[src/rtl/level_meter_pkg.sv]
// Shared types, widths and helpers for the output level meter.
// Widths cover a 15-bit peak scaled by 1000 and a 4-digit display.
`timescale 1ns/1ps
package level_meter_pkg;

    typedef enum logic [1:0] {
        IDLE,
        DIVIDE,
        BCD,
        UPDATE
    } state_e;

    localparam int NUM_W      = 25;
    localparam int DEN_W      = 15;
    localparam int QUO_W      = 14;
    localparam int DIV_CYCLES = 25;
    localparam int BCD_CYCLES = 14;

    // -32768 has no positive twin in 16 bits; pin it to 32767.
    function automatic logic [DEN_W-1:0] abs_sat16(input logic signed [15:0] x);
        if (x[15]) begin
            if (x[14:0] == '0) begin
                return '1;
            end
            return DEN_W'(-x);
        end
        return x[DEN_W-1:0];
    endfunction

    function automatic logic [15:0] bcd_step(input logic [15:0] b,
                                             input logic       s);
        logic [15:0] a;
        for (int i = 0; i < 4; i++) begin
            a[4*i+:4] = (b[4*i+:4] >= 4'd5) ? b[4*i+:4] + 4'd3 : b[4*i+:4];
        end
        return 16'({a, s});
    endfunction

endpackage

[src/rtl/seq_divider.sv]
// Unsigned restoring divider, one quotient bit per cycle.
// Fixed latency: done_o is high during the last iteration cycle.
`timescale 1ns/1ps
module seq_divider
    import level_meter_pkg::*;
#(
    parameter int NW     = NUM_W,
    parameter int DW     = DEN_W,
    parameter int CYCLES = DIV_CYCLES
) (
    input  logic          clk_48,
    input  logic          reset_n,
    input  logic          start_i,
    input  logic [NW-1:0] num_i,
    input  logic [DW-1:0] den_i,
    output logic          done_o,
    output logic [NW-1:0] quo_o,
    output logic          div_by_zero_o
);

    localparam int CNT_W = $clog2(CYCLES);

    logic             run_q, run_d;
    logic [CNT_W-1:0] cnt_q, cnt_d;
    logic [NW-1:0]    quo_q, quo_d;
    logic [DW-1:0]    rem_q, rem_d;
    logic [DW-1:0]    den_q, den_d;
    logic             dbz_q, dbz_d;

    logic [DW:0]      trial;
    logic             fits;
    logic             last;

    assign trial = {rem_q, quo_q[NW-1]};
    assign fits  = trial >= {1'b0, den_q};
    assign last  = cnt_q == CNT_W'(CYCLES - 1);

    always_comb begin
        run_d = run_q;
        cnt_d = cnt_q;
        quo_d = quo_q;
        rem_d = rem_q;
        den_d = den_q;
        dbz_d = dbz_q;
        if (start_i) begin
            run_d = 1'b1;
            cnt_d = '0;
            quo_d = num_i;
            rem_d = '0;
            den_d = den_i;
            dbz_d = den_i == '0;
        end else if (run_q) begin
            // A zero divisor idles the shifter but keeps the cycle count.
            if (!dbz_q) begin
                quo_d = {quo_q[NW-2:0], fits};
                rem_d = fits ? DW'(trial - {1'b0, den_q}) : trial[DW-1:0];
            end
            cnt_d = cnt_q + 1'b1;
            if (last) begin
                run_d = 1'b0;
            end
        end
    end

    always_ff @(posedge clk_48 or negedge reset_n) begin
        if (!reset_n) begin
            run_q <= 1'b0;
            cnt_q <= '0;
            quo_q <= '0;
            rem_q <= '0;
            den_q <= '0;
            dbz_q <= 1'b0;
        end else begin
            run_q <= run_d;
            cnt_q <= cnt_d;
            quo_q <= quo_d;
            rem_q <= rem_d;
            den_q <= den_d;
            dbz_q <= dbz_d;
        end
    end

    assign done_o        = run_q && last;
    assign quo_o         = quo_q;
    assign div_by_zero_o = dbz_q;

endmodule

[src/rtl/level_meter_ctrl.sv]
// Windowed peak tracker feeding a shared divider and serial BCD stage.
// Produces 1000*out_peak/in_peak for the 4-digit seven-segment display.
`timescale 1ns/1ps
module level_meter_ctrl
    import level_meter_pkg::*;
#(
    parameter int unsigned SAMPLES  = 12000,
    parameter int unsigned SCALE    = 1000,
    parameter int unsigned MAX_DISP = 9999
) (
    input  logic               clk_48,
    input  logic               reset_n,
    input  logic               sample_valid,
    input  logic signed [15:0] in_wave,
    input  logic signed [15:0] out_wave,
    input  logic               hold,
    output logic [3:0]         num3,
    output logic [3:0]         num2,
    output logic [3:0]         num1,
    output logic [3:0]         num0,
    output logic               ratio_valid,
    output logic               overflow,
    output logic               overrun,
    output logic               busy
);

    logic [15:0]      cnt_q, cnt_d;
    logic [DEN_W-1:0] in_pk_q, in_pk_d;
    logic [DEN_W-1:0] out_pk_q, out_pk_d;
    logic [DEN_W-1:0] in_snap_q, in_snap_d;
    logic [DEN_W-1:0] out_snap_q, out_snap_d;
    logic             win_end_q, win_end_d;

    state_e           state_q, state_d;
    logic [3:0]       bcnt_q, bcnt_d;
    logic [15:0]      bcd_q, bcd_d;
    logic [QUO_W-1:0] bin_q, bin_d;
    logic             ovf_q, ovf_d;
    logic [15:0]      dig_q, dig_d;
    logic             rv_q, rv_d;
    logic             overflow_q, overflow_d;
    logic             overrun_q, overrun_d;

    logic [DEN_W-1:0] in_mag, out_mag;
    logic [DEN_W-1:0] in_max, out_max;
    logic             div_start;
    logic [NUM_W-1:0] div_num;
    logic             div_done;
    logic [NUM_W-1:0] div_quo;
    logic             div_dbz;
    logic             ovf_now;
    logic [QUO_W-1:0] qclamp;
    logic [15:0]      src_bcd;
    logic [QUO_W-1:0] src_bin;

    assign in_mag  = abs_sat16(in_wave);
    assign out_mag = abs_sat16(out_wave);
    assign in_max  = (in_mag > in_pk_q) ? in_mag : in_pk_q;
    assign out_max = (out_mag > out_pk_q) ? out_mag : out_pk_q;

    always_comb begin
        cnt_d      = cnt_q;
        in_pk_d    = in_pk_q;
        out_pk_d   = out_pk_q;
        in_snap_d  = in_snap_q;
        out_snap_d = out_snap_q;
        win_end_d  = 1'b0;
        if (sample_valid) begin
            if (cnt_q == 16'(SAMPLES - 1)) begin
                cnt_d      = '0;
                in_pk_d    = '0;
                out_pk_d   = '0;
                in_snap_d  = in_max;
                out_snap_d = out_max;
                win_end_d  = 1'b1;
            end else begin
                cnt_d    = cnt_q + 16'd1;
                in_pk_d  = in_max;
                out_pk_d = out_max;
            end
        end
    end

    assign div_start = (state_q == IDLE) && win_end_q;
    assign div_num   = NUM_W'(SCALE) * NUM_W'(out_snap_q);

    seq_divider #(
        .NW     (NUM_W),
        .DW     (DEN_W),
        .CYCLES (DIV_CYCLES)
    ) u_div (
        .clk_48        (clk_48),
        .reset_n       (reset_n),
        .start_i       (div_start),
        .num_i         (div_num),
        .den_i         (in_snap_q),
        .done_o        (div_done),
        .quo_o         (div_quo),
        .div_by_zero_o (div_dbz)
    );

    assign ovf_now = div_dbz || (div_quo > NUM_W'(MAX_DISP));
    assign qclamp  = ovf_now ? QUO_W'(MAX_DISP) : div_quo[QUO_W-1:0];

    always_comb begin
        state_d    = state_q;
        bcnt_d     = bcnt_q;
        bcd_d      = bcd_q;
        bin_d      = bin_q;
        ovf_d      = ovf_q;
        dig_d      = dig_q;
        rv_d       = 1'b0;
        overflow_d = overflow_q;
        overrun_d  = overrun_q;
        src_bcd    = bcd_q;
        src_bin    = bin_q;
        if (win_end_q && state_q != IDLE) begin
            overrun_d = 1'b1;
        end
        unique case (state_q)
            IDLE: begin
                if (win_end_q) begin
                    state_d = DIVIDE;
                end
            end
            DIVIDE: begin
                if (div_done) begin
                    state_d = BCD;
                    bcnt_d  = '0;
                end
            end
            BCD: begin
                // First step loads the clamped quotient and shifts at once.
                if (bcnt_q == '0) begin
                    src_bcd = '0;
                    src_bin = qclamp;
                    ovf_d   = ovf_now;
                end
                bcd_d  = bcd_step(src_bcd, src_bin[QUO_W-1]);
                bin_d  = src_bin << 1;
                bcnt_d = bcnt_q + 4'd1;
                if (bcnt_q == 4'(BCD_CYCLES - 1)) begin
                    state_d = UPDATE;
                end
            end
            UPDATE: begin
                rv_d       = 1'b1;
                overflow_d = ovf_q;
                if (!hold) begin
                    dig_d = bcd_q;
                end
                state_d = IDLE;
            end
            default: begin
                state_d = IDLE;
            end
        endcase
    end

    always_ff @(posedge clk_48 or negedge reset_n) begin
        if (!reset_n) begin
            cnt_q      <= '0;
            in_pk_q    <= '0;
            out_pk_q   <= '0;
            in_snap_q  <= '0;
            out_snap_q <= '0;
            win_end_q  <= 1'b0;
            state_q    <= IDLE;
            bcnt_q     <= '0;
            bcd_q      <= '0;
            bin_q      <= '0;
            ovf_q      <= 1'b0;
            dig_q      <= '0;
            rv_q       <= 1'b0;
            overflow_q <= 1'b0;
            overrun_q  <= 1'b0;
        end else begin
            cnt_q      <= cnt_d;
            in_pk_q    <= in_pk_d;
            out_pk_q   <= out_pk_d;
            in_snap_q  <= in_snap_d;
            out_snap_q <= out_snap_d;
            win_end_q  <= win_end_d;
            state_q    <= state_d;
            bcnt_q     <= bcnt_d;
            bcd_q      <= bcd_d;
            bin_q      <= bin_d;
            ovf_q      <= ovf_d;
            dig_q      <= dig_d;
            rv_q       <= rv_d;
            overflow_q <= overflow_d;
            overrun_q  <= overrun_d;
        end
    end

    assign num3        = dig_q[15:12];
    assign num2        = dig_q[11:8];
    assign num1        = dig_q[7:4];
    assign num0        = dig_q[3:0];
    assign ratio_valid = rv_q;
    assign overflow    = overflow_q;
    assign overrun     = overrun_q;
    assign busy        = state_q != IDLE;

endmodule

[config.mk]
export PLATFORM = sky130hd
export DESIGN_NAME = level_meter_ctrl
export DESIGN_NICKNAME = d
export VERILOG_FILES = /design/src/rtl/level_meter_pkg.sv /design/src/rtl/seq_divider.sv /design/src/rtl/level_meter_ctrl.sv
export SDC_FILE = /design/constraint.sdc
export NUM_CORES = 1
export LEC_CHECK = 0
export ABC_CLOCK_PERIOD_IN_PS = 7700
export CAP_MARGIN = 0
export CORE_AREA = 2 2 194 292
export CTS_BUF_LIST = sky130_fd_sc_hd__clkbuf_2
export DETAILED_ROUTE_END_ITERATION = 6
export DIE_AREA = 0 0 196 294
export PLACE_DENSITY = 0.35
export SYNTH_ARGS = -nofsm -noshare
export SYNTH_HDL_FRONTEND = slang
export SYNTH_SLANG_ARGS = --single-unit
[constraint.sdc]
create_clock -name clk_48 -period 7.7 [get_ports clk_48]
set_input_delay 1.54 -clock clk_48 [delete_from_list [all_inputs] [get_ports clk_48]]
set_output_delay 1.54 -clock clk_48 [all_outputs]
set_load 0.005 [all_outputs]
==> flow_summary_export.csv <==
group,metric,value,unit
critical_path,end_kind,"flip-flop",
timing,min_period,5.22,ns
detailed_routing,final_antenna_net_count,0,
floorplanning,std_cell_rows,106,
job,cap_violations,0,
power_and_ir_drop,p_int,0.00150,W
synth,ys_ff_latch,194,
min_path,hold_class,"reg -> reg",
clock_network,numCtsBuffers,17,
critical_path,rr_startpoint,"out_snap_q[0]$_DFFE_PN0P_",
clock_network,cts_setup_buffers,0,
clock_network,clk_latency,0.96,ns
clock_network,cts_resized,0,
floorplanning,ioPinCount,56,
floorplanning,die_area,57600,sq um
grt,grt_usage,12.4,%
synth,synth-main-ff-cell,"dfrtp_1",
critical_path,startpoint_type,"input pin",
detailed_routing,drt_iter0_markers,348,
finish,final_area,15200,sq um
floorplanning,dieWidth,196,microns
outcome,status,"completed",
detailed_routing,routedWlPerCell,15.5,microns
place,gp_congestion,0.746,
synth,avgSynthCellArea,9.23,sq um
power_and_ir_drop,powerDensity,156,nW/um^2
synth,seq_area_frac_synth,35.5,%
timing,fin_setup_tns,0,ns
synth,yosysWarnings,0,
min_path,whs_endpoint,"overrun$_DFFE_PN0P_",
timing,max_slew_margin,19.4,%
finish,final_common_cell,"dfrtp_1",
critical_path,timing.rr.end,"u_div.quo_o[24]$_DFFE_PN0P_",
timing,final_hold_viol_count,0,
grt,antenna_found_initial,1,
floorplanning,core_area,55200,sq um
power_and_ir_drop,combPwrFrac,26.2,%
finish,drive_above_1_share,6.06,%
timing,slew_violations,0,
critical_path,crit_arrival,6.10,ns
finish,finalNetCount,1710,
clock_network,holdBufCountCts,0,
floorplanning,die_h,294,microns
place,dpl_cell_area,15000,sq um
grt,grt_max_degree,79,
clock_network,root_buffer,"clkbuf_2",
detailed_routing,viasPerCell,4.62,
detailed_routing,routed_wl,34500,microns
timing,worst_pin_slew,1.21,ns
power_and_ir_drop,power.leakage,7.06,nW
finish,area_delta_synth_final,11.3,%
power_and_ir_drop,ir_drop,0.0826,mV
synth,synth-async-reset-ratio,100,%
critical_path,reg2regPathDepth,13,
timing,whs,0.501,ns
place,io_buffers,55,
place,dpl.hpwl,26000,microns
power_and_ir_drop,p_switching,0.000872,W
critical_path,rrSetupSlack,2.63,ns
clock_network,cts_tree,"built",
synth,synth_edf_count,0,
grt,grt_first_pass_wirelength,57100,microns
synth,synth_nets,1685,
timing,rsz0062_at_grt,"false",
synth,synth_cell_types,71,
power_and_ir_drop,seqPwrFrac,50.0,%
grt,grt_pass1_vias,10652,
power_and_ir_drop,switching_share,36.7,%
clock_network,clockBufferDepth,2,
timing,setup_viol,0,
synth,syn_area,13700,sq um
timing,max_freq,192,MHz
timing,finalCritPeriodShare,67.8,%
critical_path,required,8.58,ns
clock_network,htree_levels,4,
clock_network,clock_sinks,194,
floorplanning,start_util,24.8,%
detailed_routing,drtPass1Iterations,4,
clock_network,clk_pin_slew,0.32,ns
timing,clock_skew,0.0588,ns
finish,layout_common_cells,"dfrtp_1 (194), nand2_1 (185), inv_1 (147)",
power_and_ir_drop,pwr-share-clk,23.7,%
synth,syn_inst,1481,
critical_path,worstPathMaxFanout,17,
detailed_routing,vias,10275,
grt,overflow,0,
critical_path,path_class,"in -> reg",
min_path,hp-start,"overrun$_DFFE_PN0P_",
detailed_routing,drcViolationCount,0,
min_path,worstHoldPathCells,1,
power by group through the flow:
stage               Sequential [W]  Clock, W  Combinational [W]
finish                     0.00119  0.000563           0.000623
global route               0.00120  0.000635           0.000712
CTS                        0.00119  0.000609           0.000643
detailed placement         0.00120         0           0.000642
global placement           0.00120         0           0.000639
floorplan                  0.00118         0           0.000463
area by class of cell:
cell class	count	area, sq um
clock buffer	17	85.1
timing repair buffer	67	644
tap	702	878
sequential	194	4850
inverter	148	568
multi-input combinational	1078	8010
antenna	1	2.50
clock inverter	15	168
fill	5948	40000
state kept, by name, summed over array words and instances, names as in the netlist, 4 cells and up:
signal / cells
out_snap_q: 15
bcd_q: 16
bin_q: 13
u_div.den_q: 15
cnt_q: 16
bcnt_q: 4
u_div.cnt_q: 5
u_div.quo_o: 25
u_div.rem_q: 15
dig_q: 16
out_pk_q: 15
in_snap_q: 15
in_pk_q: 15
per-stage QoR:
stage	setup WS (ns)	std cells	total power [W]	utilization, %
2_1_floorplan	2.64	1481	0.00165	-
3_3_place_gp	1.36	2189	0.00184	27.1
3_5_place_dp	1.45	2189	0.00185	27.1
4_1_cts	2.54	2221	0.00244	27.6
5_1_grt	2.17	2222	0.00255	27.6
6_report	2.48	2222	0.00237	27.6
worst max-delay path by stage:
stage	startpoint	end	slack [ns]	depth (start not counted)
after floorplan	in_wave[0]	in_snap_q[10]$_DFFE_PN0P_	2.64	14
after global placement	out_wave[1]	out_pk_q[1]$_DFFE_PN0P_	1.36	16
after detailed placement	out_wave[1]	out_pk_q[0]$_DFFE_PN0P_	1.45	16
after CTS	out_snap_q[2]$_DFFE_PN0P_	u_div.quo_o[24]$_DFFE_PN0P_	2.54	13
after global routing	out_wave[0]	out_pk_q[12]$_DFFE_PN0P_	2.17	16
final	in_wave[0]	in_pk_q[5]$_DFFE_PN0P_	2.48	15
Yosys cell counts (5+ instances only):
cell,count,area [sq um]
xor2_1,32,280
buf_1,7,26.3
a211oi_1,15,113
a21o_1,17,128
nor2_1,89,334
o31ai_1,16,120
o21ai_0,105,526
nor4_1,13,81.3
o41ai_1,6,52.6
inv_1,147,552
a32o_1,5,50.1
a21oi_1,74,370
or3_1,7,43.8
ha_1,117,1460
mux2i_1,40,400
nand2b_1,12,75.1
a31oi_1,30,188
nor3_1,20,100
nand4_1,21,131
and2_1,6,37.5
dfrtp_1,194,4850
xnor2_1,27,236
clkbuf_1,48,180
mux2_2,25,282
fa_1,51,1020
and3_1,10,62.6
o21a_1,6,45.0
a22o_1,34,298
nand3_1,30,150
o22ai_1,6,37.5
nand2_1,185,694
nor2b_1,7,43.8
kinds of logic after synthesis:
kind of cell | Yosys count | share of synthesized area (%)
XOR/XNOR | 59 | 3.78
adder cells (fa/ha/maj) | 168 | 18.2
AO/OA/AOI/OAI | 356 | 16.8
flip-flops | 194 | 35.5
multiplexers | 65 | 4.99
AND/OR/NAND/NOR | 430 | 14.7
buffers and inverters | 209 | 6.02
routing by layer:
layer	track usage (%)	wire, microns	vias to the layer above
li1	-	-	5227
met1	14.6	15100	4923
met2	23.2	18100	93
met3	1.71	603	32
met4	4.01	660	0
met5	0	0	-
worst max-delay path, cell delays in order:
cell and delay [ns]:
clkdlybuf4s50_1 0.44, inv_1 0.10, ha_1 0.17, or3b_2 0.51
or3_1 0.45, o41ai_1 0.44, a21oi_2 0.13, ha_1 0.33
nand4_1 0.13, nor2_1 0.12, o31ai_1 0.09, a21oi_2 0.13
buf_4 0.31, nor2b_1 0.94, a22o_1 0.28
Power figures use the tool's default switching activity.
